===== src/rtl/rank_order_encoder_ctrl.sv =====
// rank_order_encoder_ctrl
//   Rank-order (intensity-first) scheduler. Sweeps intensity from
//   PIXEL_MAX_VALUE down to 0 and, at each level, scans every pixel of the
//   image buffer. Each pixel whose value equals the current level is sent
//   out as one AER event using a 4-phase REQ/ACK handshake.
//
// Ports
//   CLK, RST        clock (rising edge), asynchronous active-high reset
//   NEW_IMAGE       start pulse, sampled only while idle
//   PIX_RD/PIX_ADDR image buffer read strobe and address
//   PIX_DATA        read data, valid the cycle after PIX_RD
//   AEROUT_ADDR     emitted pixel index
//   AEROUT_REQ/ACK  AER handshake (ACK already synchronised)
//   BUSY            high whenever the scheduler is not idle
//   IMAGE_ENCODED   one-cycle pulse when the image is finished
//   EVENT_COUNT     events emitted for the current/last image
module rank_order_encoder_ctrl #(
  parameter int IMAGE_SIZE      = 16,
  parameter int PIXEL_MAX_VALUE = 15,
  parameter int ADDR_BITS       = $clog2(IMAGE_SIZE),
  parameter int PIXEL_BITS      = $clog2(PIXEL_MAX_VALUE + 1)
) (
  input  logic                   CLK,
  input  logic                   RST,
  input  logic                   NEW_IMAGE,
  output logic                   PIX_RD,
  output logic [ADDR_BITS-1:0]   PIX_ADDR,
  input  logic [PIXEL_BITS-1:0]  PIX_DATA,
  output logic [ADDR_BITS-1:0]   AEROUT_ADDR,
  output logic                   AEROUT_REQ,
  input  logic                   AEROUT_ACK,
  output logic                   BUSY,
  output logic                   IMAGE_ENCODED,
  output logic [ADDR_BITS:0]     EVENT_COUNT
);

  localparam logic [2:0] S_IDLE   = 3'd0;
  localparam logic [2:0] S_READ   = 3'd1;
  localparam logic [2:0] S_CMP    = 3'd2;
  localparam logic [2:0] S_REQ_HI = 3'd3;
  localparam logic [2:0] S_REQ_LO = 3'd4;
  localparam logic [2:0] S_DONE   = 3'd5;

  localparam logic [ADDR_BITS-1:0]  LAST_ADDR = ADDR_BITS'(IMAGE_SIZE - 1);
  localparam logic [PIXEL_BITS-1:0] MAX_INT   = PIXEL_BITS'(PIXEL_MAX_VALUE);
  localparam logic [ADDR_BITS:0]    FULL_CNT  = (ADDR_BITS+1)'(IMAGE_SIZE);

  logic [2:0]            r_state;
  logic [ADDR_BITS-1:0]  r_addr;
  logic [PIXEL_BITS-1:0] r_int;
  logic [ADDR_BITS-1:0]  r_aer_addr;
  logic [ADDR_BITS:0]    r_cnt;

  logic                  w_last_addr;
  logic                  w_sweep_end;
  logic                  w_match;
  logic [ADDR_BITS:0]    w_cnt_inc;

  assign w_last_addr = (r_addr == LAST_ADDR);
  // Last pixel of the level-0 scan: nothing is left to visit. Also the only
  // point where a decrement could underflow, so advancing is blocked here.
  assign w_sweep_end = w_last_addr && (r_int == '0);
  assign w_match     = (PIX_DATA == r_int);
  assign w_cnt_inc   = r_cnt + 1'b1;

  always_ff @(posedge CLK or posedge RST) begin
    if (RST) begin
      r_state    <= S_IDLE;
      r_addr     <= '0;
      r_int      <= MAX_INT;
      r_aer_addr <= '0;
      r_cnt      <= '0;
    end else begin
      case (r_state)
        S_IDLE: begin
          if (NEW_IMAGE) begin
            r_int   <= MAX_INT;
            r_addr  <= '0;
            r_cnt   <= '0;
            r_state <= S_READ;
          end
        end
        S_READ: r_state <= S_CMP;
        S_CMP: begin
          if (w_match) begin
            r_aer_addr <= r_addr;
            r_state    <= S_REQ_HI;
          end else if (w_sweep_end) begin
            r_state <= S_DONE;
          end else begin
            if (w_last_addr) begin
              r_addr <= '0;
              r_int  <= r_int - 1'b1;
            end else begin
              r_addr <= r_addr + 1'b1;
            end
            r_state <= S_READ;
          end
        end
        // REQ is decoded from this state, so it is high for at least one
        // cycle even when ACK is already high on entry.
        S_REQ_HI: begin
          if (AEROUT_ACK) r_state <= S_REQ_LO;
        end
        S_REQ_LO: begin
          if (!AEROUT_ACK) begin
            r_cnt <= w_cnt_inc;
            // Every pixel emitted: stop early without further reads.
            if (w_cnt_inc == FULL_CNT || w_sweep_end) begin
              r_state <= S_DONE;
            end else begin
              if (w_last_addr) begin
                r_addr <= '0;
                r_int  <= r_int - 1'b1;
              end else begin
                r_addr <= r_addr + 1'b1;
              end
              r_state <= S_READ;
            end
          end
        end
        S_DONE:  r_state <= S_IDLE;
        default: r_state <= S_IDLE;
      endcase
    end
  end

  assign PIX_RD        = (r_state == S_READ);
  assign PIX_ADDR      = r_addr;
  assign AEROUT_ADDR   = r_aer_addr;
  assign AEROUT_REQ    = (r_state == S_REQ_HI);
  assign BUSY          = (r_state != S_IDLE);
  assign IMAGE_ENCODED = (r_state == S_DONE);
  assign EVENT_COUNT   = r_cnt;

endmodule


===== config.mk =====
export PLATFORM = sky130hd
export DESIGN_NAME = rank_order_encoder_ctrl
export DESIGN_NICKNAME = d
export VERILOG_FILES = /design/src/rtl/rank_order_encoder_ctrl.sv
export SDC_FILE = /design/constraint.sdc
export NUM_CORES = 1
export LEC_CHECK = 0
export ABC_AREA = 1
export CORE_MARGIN = 10
export CORE_UTILIZATION = 45
export DETAILED_ROUTE_END_ITERATION = 7
export PLACE_DENSITY_LB_ADDON = 0.08
export REMOVE_ABC_BUFFERS = 1
export SYNTH_ARGS = -nofsm -noshare
export SYNTH_HDL_FRONTEND = slang
export SYNTH_SLANG_ARGS = --single-unit
export TNS_END_PERCENT = 50

===== constraint.sdc =====
create_clock -name CLK -period 1.6 [get_ports CLK]
set_input_delay 0.24 -clock CLK [delete_from_list [all_inputs] [get_ports CLK]]
set_output_delay 0.24 -clock CLK [all_outputs]
set_load 0.03 [all_outputs]

# After elaboration in Yosys (flattened, before gate mapping)
# Index checks and enable logic that the tools add are counted.
word_totals:
  elab_cells: 57
  output_inout_bits: 17
  register_bits: 20
  inputBits: 8
classes:
  muxes: 24
  n_reduce_logical: 11
  eq_ne: 14
  addsub: 3
ops:
  columns: ["op", "count"]
  rows:
  - ["2-to-1 mux 4 bit", 12]
  - ["one-hot mux 4 bit (3 select lines)", 2]
  - ["2-to-1 mux 3 bit", 6]
  - ["one-hot mux 3 bit (5 select lines)", 1]
  - ["2-to-1 mux 5 bit", 2]
  - ["inequality test 2 bit (second input constant)", 5]
  - ["one-hot mux 5 bit (2 select lines)", 1]
  - ["equality test 3 x 2 -> 1 bit (second input constant)", 2]
  - ["equality test 3 bit (second input constant)", 2]
  - ["AND reduction 3 bit", 2]
  - ["AND reduction 6 bit", 1]
  - ["nonzero test 3 bit", 2]
  - ["adder 5 x 1 -> 5 bit (second input constant)", 1]
  - ["equality test 5 bit (second input constant)", 1]
  - ["adder 4 x 1 -> 4 bit (second input constant)", 1]
  - ["equality test 4 bit", 1]
  - ["equality test 4 bit (second input constant)", 1]
  - ["zero test 4 bit", 1]
  - ["subtractor 4 x 1 -> 4 bit (second input constant)", 1]
  - ["equality test 3 x 1 -> 1 bit (second input constant)", 1]
  - ["zero test 3 bit", 1]
  - ["inequality test 2 x 1 -> 1 bit (second input constant)", 1]
  - ["AND reduction 2 bit", 1]
  - ["nonzero test 2 bit", 1]
  - ["2 further kinds", 2]

# Logic depth before layout (Yosys ltp)
logic_depth:
  depth_word: 6
  ltp_mapped: 12
  ltp_nobuf: 11

# Worst setup path before layout
# Ideal clock, no wire load.
synth_path:
  path_kind: "reg-to-reg"
  startpoint: "register r_state[1]"
  endpoint: "register r_state[2]"
  arrival_ns: 1.607
  setup_time_ns: 0.119
  path_stages_with_launch: 6
  synth_period_minus_slack_ns: 1.726
  path_slack_ns: -0.126
  n_path_buf: 0
  required_time_ns: 1.481
  cell_sequence: "dfrtp_1 -> inv_2 -> nor3_1 -> a21oi_1 -> nand2_1 -> nand2_1"
synth_via:
  elab_chain_len: 3
  word_cells_on_any_way: 10
  classes_between: "7 x eq/ne; 1 x mux; 2 x reduce/logical"
synth_lines:
  columns: ["element", "line", "rtl"]
  rows:
  - ["from (decl)", "48", "logic [2:0] r_state;"]
  - ["from (signal assigned)", "68", "r_state <= S_IDLE;"]
  - ["from (signal assigned)", "80", "r_state <= S_READ;"]
  - ["from (signal assigned)", "83", "S_READ: r_state <= S_CMP;"]
  - ["equality test 3 x 2 -> 1 bit (*)", null, null]
  - ["net AEROUT_REQ", "30", "output logic AEROUT_REQ,"]
  - ["inequality test 2 x 1 -> 1 bit (no line)", null, null]
  - ["AND reduction 3 bit (no line)", null, null]
# The timed path passes the listed nets; every way through them passes the cells marked *.
# A chain may end at the register's enable or synchronous reset.

# Final worst setup path
layout_path:
  startpoint: "register r_state[1]"
  endpoint: "output BUSY"
layout_via:
  elab_chain_len: 1
layout_lines:
  columns: ["element", "line", "rtl"]
  rows:
  - ["nonzero test 3 bit", "132", "assign BUSY = (r_state != S_IDLE);"]
  - ["to (decl)", "32", "output logic BUSY,"]
# No other way between the ends.

==> impl_results.md <==
* Status: finished, final reports clean
* Detail Placement HPWL at 2510 µm
* Static Leak at 1.03 nW
* Final Total Pwr at 0.00308 W
* Syn-to-layout area delta at 32.5%
* Most numerous cell in the Yosys netlist: nand2_1
* Gpl congestion at 0.851
* Drt pass-1 iters at 4
* Final setup viols at 0
* WP data required at 1.36 ns
* Syn Inst Count at 179
* # DRC at 0
* CP arrival at 1.35 ns
* Die Y at 74.9 µm
* Fmax at 630 MHz
* Yosys cell types at 29
* MaxCap Viol Count at 0
* Synth warn at 0
* Share of layout cells above drive strength 1 at 26.1%
* Combinational power share at 63.1%
* Post-Syn Area at 0.00136 mm²
* Setup Skew at 0.00803 ns
* Tcrit/Tclk final at 99.2%
* Max Root-Sink Buffers at 2
* Detailed Route WL at 3290 µm
* Top cell type's share of synthesized area at 29.5%
* Post-synth top cells: 62 x nand2_1, 17 x inv_1, 16 x dfrtp_1
* Leading area contributor after synthesis: dfrtp_1
* Worst path top cell family by delay: flip-flops
* Worst path bufs/invs at 1
* Worst Setup End Kind: output port
* DR vias at 1291
* PortBufs at 24
* Post-place setup slack at 0.0166 ns
* Clk root buf: clkbuf_4
* Final Instance Area at 0.00180 mm²
* IO Count at 25
* Switching Fraction at 49.4%
* Sequential Power Share at 27.1%
* Largest net degree at the start of global routing at 21
* CTS Hold Bufs at 0
* Inserted Clock Buffers at 3
* DIE WIDTH at 74.9 µm
* Fin nets at 236
* Peak VDD IR at 0.994 mV
* Total GRT Usage at 12.2%
* Worst Tran Pin Value at 0.322 ns
* EDFF count, synth at 0
* Fin. Hold Viols at 0
* P_int at 0.00156 W
* Fin worst setup slack at 0.0127 ns
* Syn avg cell area at 7.57 µm²
* WL per Instance at 13.0 µm
* Clk pwr share at 9.8%
* Synth Register Bits at 20
* DRT iter0 DRCs at 53
* Core Box Area at 0.00283 mm²
* Reg clk slew, reported paths at 0.12 ns
* CP Max Fanout at 5
* CTS tree: built
* Crit path kind: flip-flop to output port
* Clock sinks at 20
* # H-tree levels at 1
* Worst path max stage delay at 0.45 ns
* Vias per cell at 5.10
* Synth top area cells: dfrtp_1 30%, nand2_1 17%, dfstp_2 7.8%
* CP max-delay cell: dfrtp_1
* Post-synth top flop: dfrtp_1
* Slew HR at 78.5%
* Final-layout fill cell count at 251
* Worst skew pair latency at 0.30 ns
* Placed Area at 0.00171 mm²
* Final ANT Viol Nets at 0
* GR Overflow Total at 0
* Number of global-route vias before repair at 1258
* First-pass GRT wire length at 5560 µm
* Initial antenna violation count at 0
* Min Tclk post-route at 1.59 ns
* Net load switching power at 0.00152 W
* Startpoint Class: flip-flop
* # diodes at 0
* Fin. max-slew vios at 0
* Initial core utilization at 47.9%
* Sequential area share after synthesis at 37.3%
* FP Rows at 19
* Die area at 0.00561 mm²
* Hold crit path type: input pin to asynchronous set/reset pin
* CP Cell Sequence: nor2_1 -> nand2_1 -> dlygate4sd2_1
* PwrDens at 1710 mW/mm²
* RSZ-0062 raised after global routing: yes
* Ys async rst share at 100%
kinds of logic after synthesis:
family,Yosys count,synth area share [%]
DFF,20,37.3
buffers and inverters,29,8.77
AOI/OAI and AO/OA,9,3.97
xor gates and xnor gates,2,1.29
muxes,1,0.739
and+or+nand+nor,113,43.3
adders and majority gates,5,4.62
state kept, by name, summed over array words and instances, names as in the netlist:
| signal | count |
|---|---|
| EVENT_COUNT | 5 |
| PIX_ADDR | 4 |
| r_state | 3 |
| AEROUT_ADDR | 4 |
| r_int | 4 |
worst paths after layout:
kind                                startpoint        endpoint  slack, ns  cells after the start
worst max-delay path                r_state[1]            BUSY       0.01                      3
worst min-delay path                       RST  EVENT_COUNT[4]       0.25                      3
max in group asynchronous                  RST        r_int[2]       1.07                      3
min in group CLK                AEROUT_ADDR[1]  AEROUT_ADDR[1]       0.49                      2
worst max register to register        r_int[0]     PIX_ADDR[2]       0.10                     10
worst min register to register  AEROUT_ADDR[1]  AEROUT_ADDR[1]       0.49                      2
repair_timing:
action                     CTS  global route
cloned                       0             1
pin swaps                    0             5
setup endpoints to repair   14            16
gates resized for setup     14            10
setup buffers                0             3
stage by stage:
step                      util, %  hold WS [ns]  cells  TNS (ns)
final                        63.5         0.246    253         0
after global routing         63.5         0.266    253   -0.0798
after global placement       60.3         0.466    245         0
after detailed placement     60.3         0.475    245         0
after CTS                    61.2         0.246    249         0
after floorplan                 -         0.201    178    -0.428
final cells by class:
| cell class | count | area [µm²] | share of cell area, % |
|---|---|---|---|
| clock buffer | 4 | 36.3 | 2.02 |
| tap | 31 | 38.8 | 2.16 |
| timing repair buffer | 39 | 332 | 18.5 |
| sequential | 20 | 505 | 28.2 |
| inverter | 28 | 110 | 6.13 |
| multi-input combinational | 131 | 773 | 43.1 |
tightest hold or removal path: cells and delay by family:
kind / cells / cell delay (ns)
buf+inv: 3 / 0.71
power groups by stage:
stage	logic (W)	registers, W	clock network, W
6_report	0.00194	0.000833	0.000301
5_1_grt	0.00217	0.000854	0.000324
4_1_cts	0.00189	0.000822	0.000309
3_5_place_dp	0.00191	0.000829	0
3_3_place_gp	0.00189	0.000824	0
2_1_floorplan	0.00124	0.000932	0
placed cells by master (no fill, tap or decap), types with 7 or more instances in the layout:
cell type	synthesis	layout
nand2_1	62	60
inv_2	10	9
buf_4	0	18
inv_1	17	17
dlygate4sd2_1	0	13
clkdlybuf4s50_1	0	7
nand3_1	10	10
dfrtp_1	16	16
nand4_1	11	11
nor2_1	10	9
metal layers:
metal | vias to the layer above | share of wire (%) | GRT usage, %
li1 | 663 | - | -
met1 | 606 | 43 | 14.2
met2 | 20 | 52 | 21.4
met3 | 2 | 4.7 | 2.89
met4 | 0 | 0.43 | 4.20
met5 | - | 0 | 0
No activity file was read; power rests on OpenSTA's default activity.
